File: src/rtl/if_id_buffer.sv
// Fetch-to-decode decoupling FIFO. It holds {pc, ins} pairs in order, absorbs
// decode stalls, and drops everything on a redirect flush.
module if_id_buffer #(
    parameter int               XLEN    = 32,
    parameter int               DEPTH   = 2,
    parameter logic [XLEN-1:0]  NOP_INS = 32'h00000013
) (
    input  logic                      clk,
    input  logic                      rst,
    input  logic                      f_valid,
    input  logic [XLEN-1:0]           f_pc,
    input  logic [XLEN-1:0]           f_ins,
    output logic                      f_ready,
    output logic                      d_valid,
    output logic [XLEN-1:0]           d_pc,
    output logic [XLEN-1:0]           d_ins,
    input  logic                      d_ready,
    input  logic                      flush,
    output logic [$clog2(DEPTH):0]    count
);

    localparam int PW = $clog2(DEPTH);
    localparam int CW = PW + 1;
    localparam logic [CW-1:0] FULL_CNT = CW'(DEPTH);

    logic [XLEN-1:0] pc_mem  [DEPTH];
    logic [XLEN-1:0] ins_mem [DEPTH];
    logic [PW-1:0]   wr_ptr;
    logic [PW-1:0]   rd_ptr;
    logic [CW-1:0]   occ;
    logic            push;
    logic            pop;
    logic            clear;

    // Ready depends only on registered occupancy, so a pop cannot open a slot
    // for a push in the same cycle.
    assign f_ready = (occ != FULL_CNT);
    assign d_valid = (occ != '0);
    assign count   = occ;

    assign push  = f_valid && f_ready;
    assign pop   = d_valid && d_ready;
    assign clear = rst || flush;

    assign d_pc  = d_valid ? pc_mem[rd_ptr]  : '0;
    assign d_ins = d_valid ? ins_mem[rd_ptr] : NOP_INS;

    always_ff @(posedge clk) begin
        if (clear) begin
            wr_ptr <= '0;
            rd_ptr <= '0;
            occ    <= '0;
        end else begin
            if (push) begin
                wr_ptr <= wr_ptr + PW'(1);
            end
            if (pop) begin
                rd_ptr <= rd_ptr + PW'(1);
            end
            case ({push, pop})
                2'b10:   occ <= occ + CW'(1);
                2'b01:   occ <= occ - CW'(1);
                default: occ <= occ;
            endcase
        end
    end

    // Storage is not reset. A push that coincides with a flush is discarded
    // and does not write the array.
    always_ff @(posedge clk) begin
        if (push && !clear) begin
            pc_mem[wr_ptr]  <= f_pc;
            ins_mem[wr_ptr] <= f_ins;
        end
    end

endmodule

File: config.mk
export PLATFORM = sky130hd
export DESIGN_NAME = if_id_buffer
export DESIGN_NICKNAME = d
export VERILOG_FILES = /design/src/rtl/if_id_buffer.sv
export SDC_FILE = /design/constraint.sdc
export NUM_CORES = 1
export LEC_CHECK = 0
export CAP_MARGIN = 20
export CORE_ASPECT_RATIO = 1.75
export CORE_MARGIN = 8
export CORE_UTILIZATION = 52
export DETAILED_ROUTE_END_ITERATION = 10
export PLACE_DENSITY_LB_ADDON = 0.3
export SLEW_MARGIN = 30
export SYNTH_ARGS = -nofsm -noshare
export SYNTH_HDL_FRONTEND = slang
export SYNTH_SLANG_ARGS = --single-unit
File: constraint.sdc
create_clock -name clk -period 13.64 [get_ports clk]
set_clock_uncertainty 0.15 [all_clocks]
set_input_delay 2.728 -clock clk [delete_from_list [all_inputs] [get_ports clk]]
set_output_delay 2.728 -clock clk [all_outputs]
set_load 0.005 [all_outputs]
==> results.sh, run 1 <==
export IMPL_insertion_delay_ns=0.39
export IMPL_hold_violations=0
export IMPL_drc=0
export IMPL_max_freq_mhz=185.0
export IMPL_hold_buffers=0
export IMPL_timing_rr_start="count[0]"
export IMPL_setup_tns_ns=0
export IMPL_cp_required_ns=10.76
export IMPL_ys_types=20
export IMPL_htree_levels=4
export IMPL_worst_pin_slew_ns=0.6962
export IMPL_layout_drive_gt1_share_pct=8.753
export IMPL_overflow=0
export IMPL_cts_root_buf="clkbuf_16"
export IMPL_ff2ff_path_depth=4
export IMPL_synth_seq_cells=133
export IMPL_power_leakage_nw=2.325
export IMPL_finalNetCount=514
export IMPL_final_setup_viol_count=0
export IMPL_worstPathMaxFanout=37
export IMPL_dieWidth_um=90.41
export IMPL_antenna_found_initial=0
export IMPL_r2r_end="ins_mem[1][17]"
export IMPL_start_util_pct=53.22
export IMPL_cp_cell_sequence="nor2_4 -> buf_4 -> inv_1 -> nand2_1 -> clkdlybuf4s50_1"
export IMPL_period_needed_ns=5.405
export IMPL_crit_slowest_cell="nor2_4"
export IMPL_whs_path_depth=2
export IMPL_fp_row_count=47
export IMPL_critPathArrivalTime_ns=2.53
export IMPL_clock_path_buffers=2
export IMPL_grt_pass1_vias=3277
export IMPL_layout_setup_ws_ns=8.235
export IMPL_first_pass_iters=6
export IMPL_drt_initial_drc_count=114
export IMPL_synth_area_per_cell_um2=16.91
export IMPL_final_common_cell="clkdlybuf4s50_1"
export IMPL_numCtsBuffers=17
export IMPL_yosysSeqAreaShare_pct=78.27
export IMPL_clk_pin_slew_ns=0.05
export IMPL_grt_pass1_wl_mm=16.28
export IMPL_yosysTopAreaCellShare_pct=76.29
export IMPL_grt_max_degree=51
export IMPL_p_total_mw=0.9929
export IMPL_place_congestion=0.6792
export IMPL_status="complete, no violations"
export IMPL_routedWlPerCell_um=17.99
export IMPL_die_h_um=146.2
export IMPL_holdCritPathClass="reg -> reg"
export IMPL_layout_common_cells="clkdlybuf4s50_1, edfxtp_1, mux2i_1, nor2_1, clkbuf_16"
export IMPL_die_area_um2=13220
export IMPL_pin_count=137
export IMPL_diodes=0
export IMPL_via_per_inst=4.984
export IMPL_coreArea_um2=9468
export IMPL_cp_slowest_stage_delay_ns=0.51
export IMPL_cts_sinks=133
export IMPL_reg2reg_slack_ns=10.91
export IMPL_numPortBuffers=136
export IMPL_hp_start="rd_ptr"
export IMPL_cts_repair_resized=0
export IMPL_timing_final_crit_share_pct=39.63
export IMPL_antenna_left=0
export IMPL_yosys_top_cells_area="edfxtp_1, mux2i_1, nor2_1"
export IMPL_synth_fp_nets=368
export IMPL_crit_type="reg -> out"
export IMPL_synth_area_um2=5039
export IMPL_cap_violations=0
export IMPL_relSlewSlack_pct=53.44
export IMPL_endpoint_kind="primary output"
export IMPL_grt_usage_pct=16.25
export IMPL_synth_warnings=0
export IMPL_layout_area_overhead_vs_synth_pct=42.22
export IMPL_critPathLaunchType="flip-flop"
export IMPL_synthCells=298
export IMPL_power_per_cell_area_nw_per_um2=138.6
export IMPL_finalMaxSlewViolations=0
export IMPL_post_dp_hpwl_mm=7.234
export IMPL_dr_total_vias=2886
export IMPL_place_ws_ns=8.247
export IMPL_synth_largest_area_cell="edfxtp_1"
export IMPL_postCtsSetupBuffers=0
export IMPL_cts_tree="yes"
export IMPL_drt_total_wl_mm=10.42
export IMPL_grt_setup_unrepaired="no"
export IMPL_ir_drop_v=0.0001209
-- how the worst max path moves through the flow --
stage                   from        endpoint  slack, ns  cells past startpoint
global placement       flush  ins_mem[1][11]       8.04                      4
global route        count[1]        d_ins[1]       8.00                      5
floorplan              flush   ins_mem[0][0]       5.40                      3
CTS                 count[1]        d_ins[0]       8.19                      5
finish              count[1]        d_ins[1]       8.23                      5
detailed placement     flush  ins_mem[1][13]       8.25                      4
-- power breakdown --
part	switching, mW	internal (mW)	leakage (nW)	total (mW)
Sequential	0.00379	0.457	1.20	0.461
Combinational	0.0295	0.0436	0.827	0.0731
Clock	0.155	0.304	0.294	0.459
-- stage by stage --
step / area (um^2) / util, % / hold WS (ns) / cells
6_report: 7166 / 75.68 / 0.3648 / 579
3_5_place_dp: 6553 / 69.21 / 0.3557 / 547
2_1_floorplan: 5039 / - / 0.3225 / 298
5_1_grt: 7166 / 75.68 / 0.3853 / 579
3_3_place_gp: 6520 / 68.86 / 0.3562 / 546
4_1_cts: 7166 / 75.68 / 0.3713 / 579
-- logic make-up after synthesis --
kind of cell / count (synthesis) / synth area share, %
AO/OA/AOI/OAI: 5 / 0.5464
AND/OR/NAND/NOR: 75 / 5.811
XOR/XNOR: 3 / 0.5216
flip-flops: 133 / 78.27
adder cells (fa/ha/maj): 1 / 0.2483
buffers and inverters: 17 / 1.887
multiplexers: 64 / 12.71
-- registers in the layout, indices dropped and copies added (netlist names), named ones only --
name,count
rd_ptr,1
count,2
wr_ptr,1
ins_mem,64
pc_mem,64
-- metal layers --
metal	GRT usage, %	routed length, um
met3	6.520	569
met1	14.07	3543
met4	6.454	146
met5	0	0
met2	31.53	6158
-- layout make-up --
| cell class | count | area [um^2] |
|---|---|---|
| Timing Repair Buffer | 141 | 1411 |
| Inverter | 3 | 11.26 |
| Clock buffer | 18 | 429.2 |
| Multi-Input combinational cell | 148 | 1030 |
| Tap cell | 122 | 152.6 |
| Clock inverter | 14 | 183.9 |
| Fill cell | 601 | 2302 |
| Sequential cell | 133 | 3948 |
-- cell usage after synthesis (all sizes together) --
master	number
buf	13
xor2	2
edfxtp	128
inv	3
nor2	65
a21o	1
nand3	1
mux2i	64
nor3	2
ha	1
a21oi	2
or2	1
dfxtp	5
nand2	4
nand2b	1
clkbuf	1
o21ai	2
or3	1
xnor2	1
-- critical path: cells and delay by family, from the launching register on --
kind / cells / cell delay, ns
buffers and inverters: 3 / 1.16
flip-flops: 1 / 0.37
AND/OR/NAND/NOR: 2 / 0.59
No activity file was read; power rests on OpenSTA's default activity.
==> inputs of run 2 (changes only) <==
--- a/config.mk
+++ b/config.mk
@@ -8,7 +8,7 @@
 export CAP_MARGIN = 20
 export CORE_ASPECT_RATIO = 1.75
 export CORE_MARGIN = 8
-export CORE_UTILIZATION = 52
+export CORE_UTILIZATION = 48
 export DETAILED_ROUTE_END_ITERATION = 10
 export PLACE_DENSITY_LB_ADDON = 0.3
 export SLEW_MARGIN = 30
==> constraint.sdc (replaced) <==
create_clock -name clk -period 5.2 [get_ports clk]
set_clock_uncertainty 0.15 [all_clocks]
set_input_delay 1.04 -clock clk [delete_from_list [all_inputs] [get_ports clk]]
set_output_delay 1.04 -clock clk [all_outputs]
set_load 0.005 [all_outputs]
==> run 2 against run 1 <==
Effect of this change:
- sequential power grew to 2.6 times the previous value
- first-iteration DRC count increased by 18%
- via count up 1.0%
- worst hold slack got worse by 0.0029 ns
- critical path depth did not move
- count of clock-buffer cells in the layout is 4 higher
- die area up 7.1%
- power rose to 2.5 times the previous value
- critical endpoint is now d_pc[9]
- largest power group unchanged
- highest routed layer unchanged
==> results.sh, run 2 (same netlist as run 1, synthesis figures left out) <==
export IMPL_worstPathMaxFanout=23
export IMPL_antenna_left=0
export IMPL_cp_slowest_stage_delay_ns=0.47
export IMPL_holdCritPathClass="reg -> reg"
export IMPL_cp_required_ns=4.01
export IMPL_clk_pin_slew_ns=0.05
export IMPL_antenna_found_initial=0
export IMPL_layout_common_cells="clkdlybuf4s50_1, edfxtp_1, mux2i_1, nor2_1, clkbuf_16"
export IMPL_worst_pin_slew_ns=0.8562
export IMPL_crit_slowest_cell="clkdlybuf4s50_1"
export IMPL_layout_drive_gt1_share_pct=8.079
export IMPL_cts_sinks=133
export IMPL_coreArea_um2=10240
export IMPL_numCtsBuffers=17
export IMPL_postCtsSetupBuffers=0
export IMPL_insertion_delay_ns=0.40
export IMPL_hold_violations=0
export IMPL_numPortBuffers=136
export IMPL_layout_area_overhead_vs_synth_pct=41.57
export IMPL_period_needed_ns=3.456
export IMPL_post_dp_hpwl_mm=7.204
export IMPL_place_congestion=0.7715
export IMPL_cap_violations=0
export IMPL_grt_max_degree=65
export IMPL_via_per_inst=4.985
export IMPL_dieWidth_um=93.45
export IMPL_p_total_mw=2.501
export IMPL_setup_tns_ns=0
export IMPL_grt_usage_pct=15.39
export IMPL_status="complete, no violations"
export IMPL_routedWlPerCell_um=18.21
export IMPL_fp_row_count=49
export IMPL_reg2reg_slack_ns=2.96
export IMPL_drt_initial_drc_count=135
export IMPL_power_leakage_nw=2.308
export IMPL_crit_type="reg -> out"
export IMPL_pin_count=137
export IMPL_final_cell_area_um2=7133
export IMPL_drc=0
export IMPL_dr_total_vias=2916
export IMPL_power_per_cell_area_nw_per_um2=350.6
export IMPL_die_h_um=151.5
export IMPL_critPathLaunchType="flip-flop"
export IMPL_start_util_pct=49.21
export IMPL_cts_root_buf="clkbuf_16"
export IMPL_endpoint_kind="primary output"
export IMPL_final_common_cell="clkdlybuf4s50_1"
export IMPL_grt_setup_unrepaired="no"
export IMPL_timing_final_crit_share_pct=66.46
export IMPL_finalNetCount=515
export IMPL_finalMaxSlewViolations=0
export IMPL_cts_repair_resized=0
export IMPL_die_area_um2=14160
export IMPL_first_pass_iters=4
export IMPL_drt_total_wl_mm=10.66
export IMPL_cts_tree="yes"
export IMPL_cp_cell_sequence="nor2_4 -> buf_16 -> buf_4 -> nor2_1 -> clkdlybuf4s50_1"
export IMPL_dpl_cell_area_um2=6554
export IMPL_grt_pass1_wl_mm=16.05
export IMPL_worst_path_buf_inv=3
export IMPL_htree_levels=4
export IMPL_hold_buffers=0
export IMPL_final_setup_viol_count=0
export IMPL_overflow=0
export IMPL_grt_pass1_vias=3160
export IMPL_critPathArrivalTime_ns=2.27
export IMPL_clock_path_buffers=2
export IMPL_crit_family="buffers and inverters"
export IMPL_relSlewSlack_pct=42.92
export IMPL_ir_drop_v=0.0002746
export IMPL_diodes=0
export IMPL_hold_slack_ns=0.3619
export IMPL_max_freq_mhz=289.4
run 2: changes by cell type in the layout (fill, tap and decap cells not counted), sizes merged:
| cell | change |
|---|---|
| inv | -1 |
| clkbuf | +4 |
| clkinvlp | -1 |
| buf | +1 |
| bufinv | -2 |
run 2: worst paths after layout:
kind              startpoint              to  depth (start not counted)
hold reg to reg       rd_ptr       flip-flop                          2
setup reg to reg    count[0]  ins_mem[0][11]                          4
setup / recovery    count[1]         d_pc[9]                          5
hold / removal        rd_ptr       flip-flop                          2
run 2: worst min-delay path: stages, from the launching register on:
cell     delay [ns]
dfxtp_1        0.32
xor2_1         0.08
nor2_1         0.08
run 2: power by group:
| part | internal (mW) | total, mW | switching [mW] | leakage (nW) |
|---|---|---|---|---|
| Clock | 0.700 | 1.10 | 0.398 | 0.265 |
| Sequential | 1.20 | 1.21 | 0.00924 | 1.20 |
| Combinational | 0.118 | 0.195 | 0.0773 | 0.839 |
| Total | 2.02 | 2.50 | 0.484 | 2.31 |
run 2: area by class of cell:
type | instances | area [um^2]
clock buffer | 22 | 444.2
timing repair buffer | 142 | 1446
inverter | 3 | 11.26
multi-input combinational | 148 | 1017
tap | 127 | 158.9
fill | 725 | 3105
sequential | 133 | 3948
clock inverter | 10 | 107.6
run 2: through the flow:
step / worst slack (ns) / cells / util (%)
after floorplan: -1.349 / 298 / -
after global placement: 1.976 / 551 / 63.74
after detailed placement: 1.906 / 552 / 64.01
after CTS: 1.467 / 584 / 69.40
after global routing: 1.573 / 585 / 69.67
final: 1.744 / 585 / 69.67
run 2: metal layers:
metal  vias up  part of all wire, %  wire [um]  track usage [%]
li1       1393                    -          -                -
met1      1398                   35       3715            14.77
met2        99                   55       5830            27.07
met3        26                  7.2        767            6.117
met4         0                  3.2        340            8.759
met5         -                    0          0                0
==> inputs of run 3 (changes only) <==
--- a/config.mk
+++ b/config.mk
@@ -8,7 +8,7 @@
 export CAP_MARGIN = 20
 export CORE_ASPECT_RATIO = 1.75
 export CORE_MARGIN = 8
-export CORE_UTILIZATION = 48
+export CORE_UTILIZATION = 43
 export DETAILED_ROUTE_END_ITERATION = 10
 export PLACE_DENSITY_LB_ADDON = 0.3
 export SLEW_MARGIN = 30
==> constraint.sdc (replaced) <==
create_clock -name clk -period 3 [get_ports clk]
set_clock_uncertainty 0.15 [all_clocks]
set_input_delay 0.6 -clock clk [delete_from_list [all_inputs] [get_ports clk]]
set_output_delay 0.6 -clock clk [all_outputs]
set_load 0.005 [all_outputs]
==> run 3 against run 2 <==
Effect of this change:
- utilization shrank 8.0 points
- combinational power grew 75%
- cell count grew 1.9%
- sequential cell count is the same
- critical path type unchanged
==> results.sh, run 3 (same netlist as run 1, synthesis figures left out) <==
export IMPL_hold_buffers=0
export IMPL_die_h_um=159.2
export IMPL_die_area_um2=15570
export IMPL_dieWidth_um=97.83
export IMPL_antenna_left=0
export IMPL_clk_pin_slew_ns=0.05
export IMPL_coreArea_um2=11520
export IMPL_post_dp_hpwl_mm=7.516
export IMPL_dr_total_vias=2887
export IMPL_antenna_found_initial=1
export IMPL_layout_common_cells="clkdlybuf4s50_1, edfxtp_1, mux2i_1, nor2_1, clkbuf_16"
export IMPL_finalMaxSlewViolations=0
export IMPL_final_cell_area_um2=7102
export IMPL_numCtsBuffers=17
export IMPL_final_setup_viol_count=0
export IMPL_drt_total_wl_mm=10.63
export IMPL_cts_repair_resized=0
export IMPL_holdCritPathClass="reg -> reg"
export IMPL_via_per_inst=4.844
export IMPL_dpl_cell_area_um2=6601
export IMPL_endpoint_kind="primary output"
export IMPL_critPathArrivalTime_ns=2.00
export IMPL_drt_initial_drc_count=135
export IMPL_overflow=0
export IMPL_place_congestion=0.7267
export IMPL_cts_sinks=133
export IMPL_power_per_cell_area_nw_per_um2=582.3
export IMPL_grt_max_degree=39
export IMPL_relSlewSlack_pct=67.16
export IMPL_layout_area_overhead_vs_synth_pct=40.95
export IMPL_critPathLaunchType="flip-flop"
export IMPL_final_util_pct=61.67
export IMPL_fp_row_count=52
export IMPL_grt_pass1_vias=3126
export IMPL_layout_setup_ws_ns=0.2513
export IMPL_worst_pin_slew_ns=0.4925
export IMPL_layout_drive_gt1_share_pct=8.696
export IMPL_pin_count=137
export IMPL_grt_usage_pct=14.11
export IMPL_dp_cells=564
export IMPL_cp_required_ns=2.25
export IMPL_drc=0
export IMPL_final_common_cell="clkdlybuf4s50_1"
export IMPL_cts_tree="yes"
export IMPL_max_freq_mhz=363.8
export IMPL_ir_drop_v=0.0005613
export IMPL_finalNetCount=518
export IMPL_power_leakage_nw=2.299
export IMPL_numPortBuffers=136
export IMPL_start_util_pct=43.75
export IMPL_cts_root_buf="clkbuf_16"
export IMPL_htree_levels=4
export IMPL_routedWlPerCell_um=17.83
export IMPL_place_ws_ns=0.4598
export IMPL_final_cells=596
export IMPL_first_pass_iters=4
export IMPL_crit_type="reg -> out"
export IMPL_crit_slowest_cell="clkdlybuf4s50_1"
export IMPL_grt_pass1_wl_mm=16.40
export IMPL_cp_slowest_stage_delay_ns=0.53
export IMPL_period_needed_ns=2.749
export IMPL_postCtsSetupBuffers=0
export IMPL_cp_cell_sequence="buf_4 -> mux2i_1 -> nor2_1 -> clkdlybuf4s50_1"
export IMPL_timing_final_crit_share_pct=91.62
export IMPL_grt_setup_unrepaired="no"
export IMPL_status="complete, no violations"
export IMPL_hold_violations=0
export IMPL_insertion_delay_ns=0.40
export IMPL_cap_violations=0
export IMPL_clock_path_buffers=2
export IMPL_worstPathMaxFanout=15
-- run 3: worst paths after layout --
path / from / to / slack, ns / depth (start not counted)
worst max-delay path: flip-flop / d_ins[19] / 0.25 / 4
worst min-delay path: rd_ptr / rd_ptr / 0.37 / 2
worst max register to register: count[0] / ins_mem[0][8] / 0.88 / 4
worst min register to register: rd_ptr / rd_ptr / 0.37 / 2
-- run 3: per-layer routing --
layer	vias to the layer above	GRT usage, %	routed length, um
met2	85	26.17	6007
li1	1401	-	-
met1	1385	12.45	3700
met4	0	6.781	235
met5	-	0	0
met3	16	6.173	683
-- run 3: layout make-up --
class                      instances  area (um^2)
antenna                            1        2.502
inverter                           3        11.26
timing repair buffer             145         1441
clock buffer                      18        429.2
clock inverter                    13        68.82
sequential                       133         3948
tap                              135        168.9
fill                             864         4414
multi-input combinational        148         1032
-- run 3: metrics by stage --
stage               hold WS, ns  power, mW  setup TNS [ns]
CTS                      0.3882      4.176               0
floorplan                0.3225      2.242          -14.15
global route             0.4141      4.288               0
detailed placement       0.3740      2.474               0
global placement         0.3868      2.465               0
finish                   0.3749      4.136               0
-- run 3: power breakdown --
group,switching (mW),internal (mW),leakage (nW)
clock,0.678,1.03,0.245
sequential,0.0135,2.08,1.20
combinational,0.140,0.201,0.850
total,0.832,3.30,2.30
-- run 3: critical path, delay by kind of cell, from the launching register on --
kind / cells / cell delay (ns)
buf+inv: 2 / 0.85
flops: 1 / 0.48
simple gates: 1 / 0.15
mux: 1 / 0.11
